--- src/rtl/nibble_serial_add_ctrl.sv ---
// Nibble-serial wide adder sequencer around a 4-bit ripple adder.
// Operands in, one nibble per cycle LSB first, wide sum and carry out.
module nibble_serial_add_ctrl #(
  parameter  int NIBBLES = 4,
  localparam int W       = 4 * NIBBLES,
  localparam int IW      = (NIBBLES > 1) ? $clog2(NIBBLES) : 1
) (
  input  logic         clk,
  input  logic         rst,
  input  logic         in_valid,
  output logic         in_ready,
  input  logic [W-1:0] in_a,
  input  logic [W-1:0] in_b,
  input  logic         in_ci,
  output logic [3:0]   add_a,
  output logic [3:0]   add_b,
  output logic         add_ci,
  input  logic [3:0]   add_sum,
  input  logic         add_co,
  output logic         out_valid,
  input  logic         out_ready,
  output logic [W-1:0] out_sum,
  output logic         out_co
);

  typedef enum logic [1:0] {
    IDLE,
    RUN,
    DONE
  } state_t;

  state_t state_q, state_d;

  logic [NIBBLES-1:0][3:0] a_q, b_q, res_q;
  logic                    cy_q;
  logic [IW-1:0]           idx_q;
  logic                    last;

  assign last = (idx_q == IW'(NIBBLES - 1));

  always_ff @(posedge clk) begin
    if (rst) state_q <= IDLE;
    else     state_q <= state_d;
  end

  always_comb begin
    state_d = state_q;
    unique case (state_q)
      IDLE:    if (in_valid)  state_d = RUN;
      RUN:     if (last)      state_d = DONE;
      DONE:    if (out_ready) state_d = IDLE;
      default: state_d = IDLE;
    endcase
  end

  always_ff @(posedge clk) begin
    if (rst) begin
      a_q   <= '0;
      b_q   <= '0;
      res_q <= '0;
      cy_q  <= 1'b0;
      idx_q <= '0;
    end else begin
      unique case (state_q)
        IDLE: begin
          if (in_valid) begin
            a_q   <= in_a;
            b_q   <= in_b;
            cy_q  <= in_ci;
            idx_q <= '0;
            res_q <= '0;
          end
        end
        RUN: begin
          res_q[idx_q] <= add_sum;
          cy_q         <= add_co;
          if (!last) idx_q <= idx_q + 1'b1;
        end
        default: ;
      endcase
    end
  end

  // Adder inputs are forced to zero outside RUN so the adder sees no activity.
  always_comb begin
    add_a  = 4'h0;
    add_b  = 4'h0;
    add_ci = 1'b0;
    if (state_q == RUN) begin
      add_a  = a_q[idx_q];
      add_b  = b_q[idx_q];
      add_ci = cy_q;
    end
  end

  assign in_ready  = (state_q == IDLE) && !rst;
  assign out_valid = (state_q == DONE) && !rst;
  assign out_sum   = res_q;
  assign out_co    = cy_q;

endmodule

--- config.mk ---
export PLATFORM = sky130hd
export DESIGN_NAME = nibble_serial_add_ctrl
export DESIGN_NICKNAME = d
export VERILOG_FILES = /design/src/rtl/nibble_serial_add_ctrl.sv
export SDC_FILE = /design/constraint.sdc
export NUM_CORES = 1
export LEC_CHECK = 0
export ABC_AREA = 1
export ABC_CLOCK_PERIOD_IN_PS = 1900
export CORE_MARGIN = 8
export CORE_UTILIZATION = 45
export DETAILED_ROUTE_END_ITERATION = 6
export PLACE_DENSITY = 0.76
export SLEW_MARGIN = 20
export SYNTH_ARGS = -nofsm -noshare
export SYNTH_HDL_FRONTEND = slang
export SYNTH_SLANG_ARGS = --single-unit
--- constraint.sdc ---
create_clock -name clk -period 1.9 [get_ports clk]
set_clock_uncertainty 0.05 [all_clocks]
set_input_delay 0.38 -clock clk [delete_from_list [all_inputs] [get_ports clk]]
set_output_delay 0.38 -clock clk [all_outputs]
set_load 0.02 [all_outputs]
; ---- Yosys cells after proc, flatten, opt, wreduce, memory -nomap -nowiden
; Cells that the tools add are included.
[classes]
mux = 21
n_reduce_logical = 10
addsub = 1
n_lt_le_gt_ge = 2
n_eq_ne = 7
[op_table]
columns = op, n
row1 = 16-bit case mux with 2 select lines, 1
row2 = 4-bit 2-to-1 mux, 5
row3 = 4-bit binary-select mux with 2-bit select, 2
row4 = 16-bit bitwise mux, 1
row5 = 16-bit 2-to-1 mux, 1
row6 = 2-bit 2-to-1 mux, 5
row7 = 4-bit demux with 2-bit select, 1
row8 = "2-bit inequality test, second input constant", 4
row9 = 2-bit case mux with 3 select lines, 1
row10 = 3-bit AND reduction, 2
row11 = "2-bit equality test, second input constant", 2
row12 = 2-bit case mux with 2 select lines, 1
row13 = 2-bit AND reduction, 2
row14 = 1-bit logical AND, 3
row15 = "2-bit by 3-bit < comparator with 1-bit output, second input constant", 1
row16 = "2-bit by 1-bit adder with 2-bit output, second input constant", 1
row17 = "2-bit by 1-bit equality test with 1-bit output, second input constant", 1
row18 = "2-bit by 1-bit >= comparator with 1-bit output, second input constant", 1
row19 = 2-bit logical NOT, 1
row20 = 1-bit 2-to-1 mux, 2
row21 = 1-bit case mux with 2 select lines, 1
row22 = 2-bit nonzero test, 1
row23 = 1-bit logical NOT, 1
[word_totals]
wordCells = 56
output_inout_bits = 28
reg_bits = 53
inputBits = 42

; ---- Logic depth before layout (Yosys ltp)
; Gate-level depths: netlist of run 1.
[depth]
word_depth = 6
ltp_mapped = 8
mapped_depth_nobuf = 6

; ---- Worst setup path after synthesis of run 1
; Ideal clock, no wire load.
[synth_timing]
kind = reg-to-output
from = register idx_q[0]
to = output add_a[1]
required_ps = 1470
n_path_buf = 2
t_arrival_ps = 1234
setup_slack_ps = 236
path_stages_with_launch = 7
path_cell_list = dfxtp_1 -> buf_4 -> buf_2 -> nor2_1 -> nor2_1 -> o21ai_0 -> a21oi_1
[synth_via]
elab_chain_len = 3
[synth_rtl]
columns = item, line
row1 = start: declaration, 36  ; logic [IW-1:0] idx_q;
row2 = start signal: assignment, 77  ; if (!last) idx_q <= idx_q + 1'b1;
row3 = 4-bit binary-select mux with 2-bit select, 90  ; add_a = a_q[idx_q];
row4 = 4-bit 2-to-1 mux (implied by the code), 90
row5 = 4-bit 2-to-1 mux, 89  ; if (state_q == RUN) begin
row6 = end: declaration, 15  ; output logic [3:0] add_a,
; Every way passes these cells. The select of a mux whose other input is x is not followed.

; ---- Worst setup path after layout of run 1
[layout_timing]
from = register idx_q[0]
to = output add_a[0]
; Same word-level chain as after synthesis.

==> results of run 1 <==
==> worst reg2reg max path, cell delays in order, from the launching register on <==
cell     delay [ps]
dfxtp_4         370
inv_4           160
buf_4           160
ha_1            150
nand3_1         180
inv_1           160
nand2_1          60
a21oi_1         170
==> final cells by class <==
class	count	area, µm²	area share (%)
inverters	14	57.6	1.70
clock inverters	1	7.51	0.221
well taps	72	90.1	2.66
multi-input cells	261	1230	36.4
flip-flops and latches	53	1070	31.4
clock buffers	7	76.3	2.25
repair buffers	92	860	25.4
==> per-layer routing <==
| layer | part of all wire (%) | up-vias |
|---|---|---|
| met1 | 47 | 1078 |
| met5 | 0 | - |
| met3 | 5.4 | 6 |
| met2 | 46 | 67 |
| met4 | 0.83 | 0 |
| li1 | - | 1265 |
==> where the power goes <==
group          leakage, nW  internal [W]  switching, W  total [W]
Sequential           0.437       0.00119     0.0000473    0.00124
Clock               0.0385      0.000262      0.000354   0.000616
Combinational        0.953      0.000267      0.000299   0.000566
==> sequential cells by signal, summed over array words and instances, names as in the netlist <==
name	flops
b_q	16
a_q	16
out_co	1
idx_q	2
out_sum	16
state_q	2
==> layout by cell type, fill, tap and decap left out, drive strengths merged <==
cell type / netlist / final
nor2: 106 / 106
buf: 17 / 32
dfxtp: 53 / 53
inv: 12 / 13
clkbuf: 3 / 7
o22ai: 1 / 1
dlymetal6s2s: 0 / 1
nor3: 1 / 1
o21ai: 40 / 40
nand4: 1 / 1
nand3: 19 / 19
clkinvlp: 0 / 1
nand2: 64 / 64
nand3b: 3 / 3
a21oi: 21 / 21
clkdlybuf4s50: 0 / 57
clkinv: 2 / 1
ha: 5 / 5
clkdlybuf4s15: 0 / 1
dlygate4sd2: 0 / 1
==> cell families after synthesis <==
family                   share of synthesized area, %
adder cells (fa/ha/maj)                          2.51
buffers and inverters                            8.28
flip-flops                                       42.6
AO/OA/AOI/OAI                                    12.5
AND/OR/NAND/NOR                                  34.1
==> repair_timing <==
item	4_1_cts	5_1_grt
cloned	0	0
gates resized for setup	43	10
endpoints found under the setup margin	11	14
pin swaps	0	2
==> through the flow <==
step	power (W)	util [%]	setup TNS [ps]	area, µm²	setup slack, ps
2_1_floorplan	0.00159	-	0	2490	236
3_5_place_dp	0.00183	61.0	-5360	3320	-368
4_1_cts	0.00243	62.0	0	3370	11.6
5_1_grt	0.00255	62.3	-8.97	3390	-8.87
6_report	0.00242	62.3	0	3390	75.1
3_3_place_gp	0.00182	61.0	-5030	3320	-324
==> worst max path at each step <==
stage / startpoint / end / slack, ps / cells past startpoint
after floorplan: idx_q[0]$_SDFFE_PP0P_ / add_a[1] / 240 / 6
after global placement: rst / out_valid / -320 / 3
after detailed placement: rst / out_valid / -370 / 3
after CTS: idx_q[0]$_SDFFE_PP0P_ / add_a[0] / 10 / 6
after global routing: idx_q[0]$_SDFFE_PP0P_ / add_a[0] / -9 / 6
final: idx_q[0]$_SDFFE_PP0P_ / add_a[0] / 80 / 6
==> metrics, run 1 <==
number of remaining DRC errors 0; met3 GRT Util about 5%; CTS buffer count 5; most frequent cell after synthesis nor2_1; share of layout cells above drive strength 1 15.2%; YS warnings 0; Clock Path Buffers 2; leading area contributor after synthesis dfxtp_1; clock root buffer clkbuf_8; gr busiest metal met2; GRT Util Overall between 10% and 20%; # setup viols final 0; GRT met2 Usage a little over a quarter; PD cells approximately 700 nW/µm²; CTS tree yes; Post-Syn Instances 348; sequential share of the synthesized area ~43%; Tightest Pin Transition 533 ps; core area 5440 µm²; crit path max-delay cell type dfxtp_4; main area contributors after synthesis dfxtp_1 (43%), nor2_1 (14%), nand2_1 (9.0%), o21ai_0 (6.4%), a21oi_1 (4.2%); Startpoint Class flop; drt wl/cell 13.2 µm; Avg Inst Size Synth slightly above 7 µm²; CP max FO 10; Max Freq roughly 550 MHz; Placed Cells incl. Taps ~490; via count 2416; starting density of the core a little under half; Hold Crit Start out_sum[10]$_SDFFE_PP0P_; Layout fillers 501; Placer Congestion between 0.8 and 0.9; vias per cell between 4 and 5; Worst EP required 1470 ps; Setup CP Type flop to output port; CTS Sinks 53; Syn-to-layout area delta 36.0%; Final min period between 1500 and 2000 ps; DR iter-0 viols between 100 and 150; row cnt 27; leading register cell type out of synthesis dfxtp_1; outcome complete, no violations; net count after synthesis 395; detailed placer's ending HPWL 4780 µm; Final Cycle Share between 90% and 100%; commonest cells in the netlist nor2_1 (94), nand2_1 (60), dfxtp_1 (53), o21ai_0 (32), a21oi_1 (21); Cell Count, Final, Fillers Out 500; hold_buf cts 0; Post-CTS Setup Inserts 0; crit-path most repeated cell nor2_1; area share of the largest cell type after synthesis 42.6%; first-pass GRT wire length about 11000 µm; worst IR drop on VDD 0.000439 V; number of global-route vias before repair about 2400; Worst Hold Depth 2; antenna violations before repair 0; hold slack approximately 430 ps; arrival time worst endpoint about 1400 ps; largest net degree at the start of global routing 39; PortBufs between 60 and 70; Detailed Routing Iterations Pass 1 4; reg2reg path depth 7; M1 GR Usage between 10% and 20%; count of different cell masters after synthesis 28; diode count 0; Leak roughly 1.4 nW; Setup crit end kind output port; critical path cell sequence buf_8, nor2_1, nor2_1, o21ai_1, a21oi_1, buf_2; max cap viols 0; Die ar. between 8000 and 9000 µm²; Slew headroom between 60% and 70%; final net count about 470; Post-synth ARST share 0%; WHS Endpoint out_sum[10]$_SDFFE_PP0P_; Crit path largest cell delay just under 400 ps; grt ovf 0; FF-to-FF Start idx_q[0]$_SDFFE_PP0P_; chip width between 90 and 100 µm; flops & latches, synth 53; reg2reg end out_sum[1]$_SDFFE_PP0P_; critical path's top delay family flip-flops; H-Tree Depth 2; reg2reg setup slack roughly 380 ps; Clk Latency, worst-skew pair 290 ps; RSZ-0062 raised after global routing true; Worst-path clk slew around 90 ps; max-slew violation count 0; # IOs 70; ANT nets after route 0; DRT Wirelength 6590 µm; endpoints failing hold 0; Die Y-Extent approximately 90 µm; Post-synth EDFFs 0; Netlist Area Pre-Place between 2000 and 2500 µm²; Hold Path Class flop to flop; WP buf/inv 2
Note: power is estimated with default switching activity, not from simulation.
==> run 2, diff against run 1 <==
Settings changed: ABC_CLOCK_PERIOD_IN_PS 1900 to not set, CTS_CLUSTER_SIZE set to 12, RECOVER_POWER set to 25.
==> run 2 against run 1 <==
Maximum frequency barely moved. Design area down 0.15%. Flip-flop and latch count unchanged. Setup slack got worse by 1.8 ps. Global-route usage is the same. Clock power about the same.
==> metrics, run 2 (synthesis results as in run 1) <==
final net count 474 (unchanged); reg2reg end out_sum[1]$_SDFFE_PP0P_; reg2reg path depth 7 (unchanged); Worst Hold Depth 2 (unchanged); vias per cell 4.83 (about the same); Worst EP required 1470 ps (about the same); Cell Count, Final, Fillers Out 500 (unchanged); Sw Share 28.9% (-0.037 points); share of total power in the clock network 25.4% (about the same); NetSw 0.000699 W (-0.21%); Startpoint Class flop; Int Pwr 0.00172 W (about the same); Hold Path Class flop to flop; hold_buf cts 0 (unchanged); diode count 0 (unchanged); outcome complete, no violations; CTS buffer count 5 (unchanged); Max Freq 547 MHz (about the same); reg2reg setup slack 380 ps (about the same); chip width 90.4 µm (unchanged); commonest non-fill, non-tap cell in the layout nor2_1; Layout fillers 502 (+0.20%); CP max FO 10 (unchanged); largest net degree at the start of global routing 39 (unchanged); Logic pwr share 23.4% (about the same); Slew headroom 63.9% (-0.50 points); RSZ-0062 raised after global routing true; Die ar. 8180 µm² (unchanged); PortBufs 69 (unchanged); Tightest Pin Transition 541 ps (+7.46 ps); Placer Congestion 0.810 (unchanged); ANT nets after route 0 (unchanged); max cap viols 0 (unchanged); # IOs 70 (unchanged); FF-to-FF Start idx_q[0]$_SDFFE_PP0P_; GRT Util Overall 15.9% (unchanged); Post-CTS Setup Inserts 0 (unchanged); hold slack 432 ps (-0.277 ps); number of global-route vias before repair 2372 (unchanged); share of layout cells above drive strength 1 15.0% (-0.23 points); Detailed Routing Iterations Pass 1 4 (unchanged); Syn-to-layout area delta 35.8%; via count 2417 (+0.041%); Clk Latency, worst-skew pair 290 ps (about the same); Die Y-Extent 90.4 µm (unchanged); detailed placer's ending HPWL 4780 µm (unchanged); Seq pwr share 51.2% (about the same); DR iter-0 viols 117 (-0.85%); PD cells 714 nW/µm² (about the same); row cnt 27 (unchanged); Leak 1.43 nW (about the same); number of remaining DRC errors 0 (unchanged); Worst-path clk slew 90 ps (about the same); Final min period 1830 ps (+1.77 ps); WHS Endpoint out_sum[10]$_SDFFE_PP0P_; Setup CP Type flop to output port; starting density of the core 45.8% (unchanged); worst IR drop on VDD 0.000436 V (-0.53%); CTS Sinks 53 (unchanged); Hold Crit Start out_sum[10]$_SDFFE_PP0P_; max-slew violation count 0 (unchanged); Setup crit end kind output port; core area 5440 µm² (unchanged); clock root buffer clkbuf_8; Final Cycle Share 96.1% (about the same); Placed Cells incl. Taps 492 (unchanged); endpoints failing hold 0 (unchanged); drt wl/cell 13.2 µm (-0.23%); most frequent cells in the layout nor2_1 (94), nand2_1 (60), clkdlybuf4s50_1 (56), dfxtp_1 (51), o21ai_0 (32); first-pass GRT wire length 11000 µm (unchanged); grt ovf 0 (unchanged); antenna violations before repair 0 (unchanged); CTS tree yes; H-Tree Depth 2 (unchanged); arrival time worst endpoint 1400 ps (about the same); Clock Path Buffers 2 (unchanged); DRT Wirelength 6580 µm (-0.23%); # setup viols final 0 (unchanged)
## run 2: cell count changes in the layout (fill, tap and decap cells not counted), sizes merged
cell | previous run | this run
clkdlybuf4s50 | 57 | 56
dlygate4sd3 | 0 | 1
## run 2: critical path, stage by stage (launching register included)
cell	delay, ps
dfxtp_4	390
buf_8	130
nor2_1	60
nor2_1	90
o21ai_1	80
a21oi_1	160
buf_2	190
## run 2: worst max-delay path by stage
stage	end	start
6_report	add_a[0]	idx_q[0]$_SDFFE_PP0P_
3_5_place_dp	out_valid	rst
5_1_grt	add_a[0]	idx_q[0]$_SDFFE_PP0P_
4_1_cts	add_a[0]	idx_q[0]$_SDFFE_PP0P_
3_3_place_gp	out_valid	rst
2_1_floorplan	add_a[1]	idx_q[0]$_SDFFE_PP0P_
## run 2: power groups by stage
stage               logic [W]  registers (W)  clock network [W]
floorplan            0.000321        0.00127                  0
global placement     0.000566        0.00126                  0
detailed placement   0.000571        0.00126                  0
CTS                  0.000565        0.00124           0.000628
global route         0.000626        0.00125           0.000678
finish               0.000565        0.00124           0.000615
## run 2: layout make-up
| cell class | instances | area, µm² | area share [%] |
|---|---|---|---|
| Multi-Input combinational cell | 261 | 1230 | 36.3 |
| Sequential cell | 53 | 1070 | 31.5 |
| Timing Repair Buffer | 92 | 860 | 25.4 |
| Tap cell | 72 | 90.1 | 2.66 |
| Clock buffer | 7 | 76.3 | 2.25 |
| Inverter | 14 | 57.6 | 1.70 |
| Clock inverter | 1 | 7.51 | 0.222 |
## run 2: metal layers
metal | up-vias | wire (µm) | global-route usage, %
li1 | 1266 | - | -
met1 | 1071 | 3080 | 18.7
met2 | 73 | 3060 | 27.1
met3 | 7 | 387 | 4.99
met4 | 0 | 55 | 4.16
met5 | - | 0 | 0
## run 2: timing repair
action	in CTS	in global routing
gates resized for setup	43	10
pin swaps	0	2
endpoints found under the setup margin	11	14
## run 2: per-stage QoR
stage,setup slack [ps],utilization [%],instance area (µm²),total power (W),TNS (ps)
3_3_place_gp,-324,61.0,3320,0.00182,-5030
4_1_cts,11.6,62.0,3370,0.00243,0
3_5_place_dp,-368,61.0,3320,0.00183,-5360
5_1_grt,-8.87,62.2,3390,0.00255,-8.97
6_report,73.3,62.2,3390,0.00242,0
2_1_floorplan,236,-,2490,0.00159,0
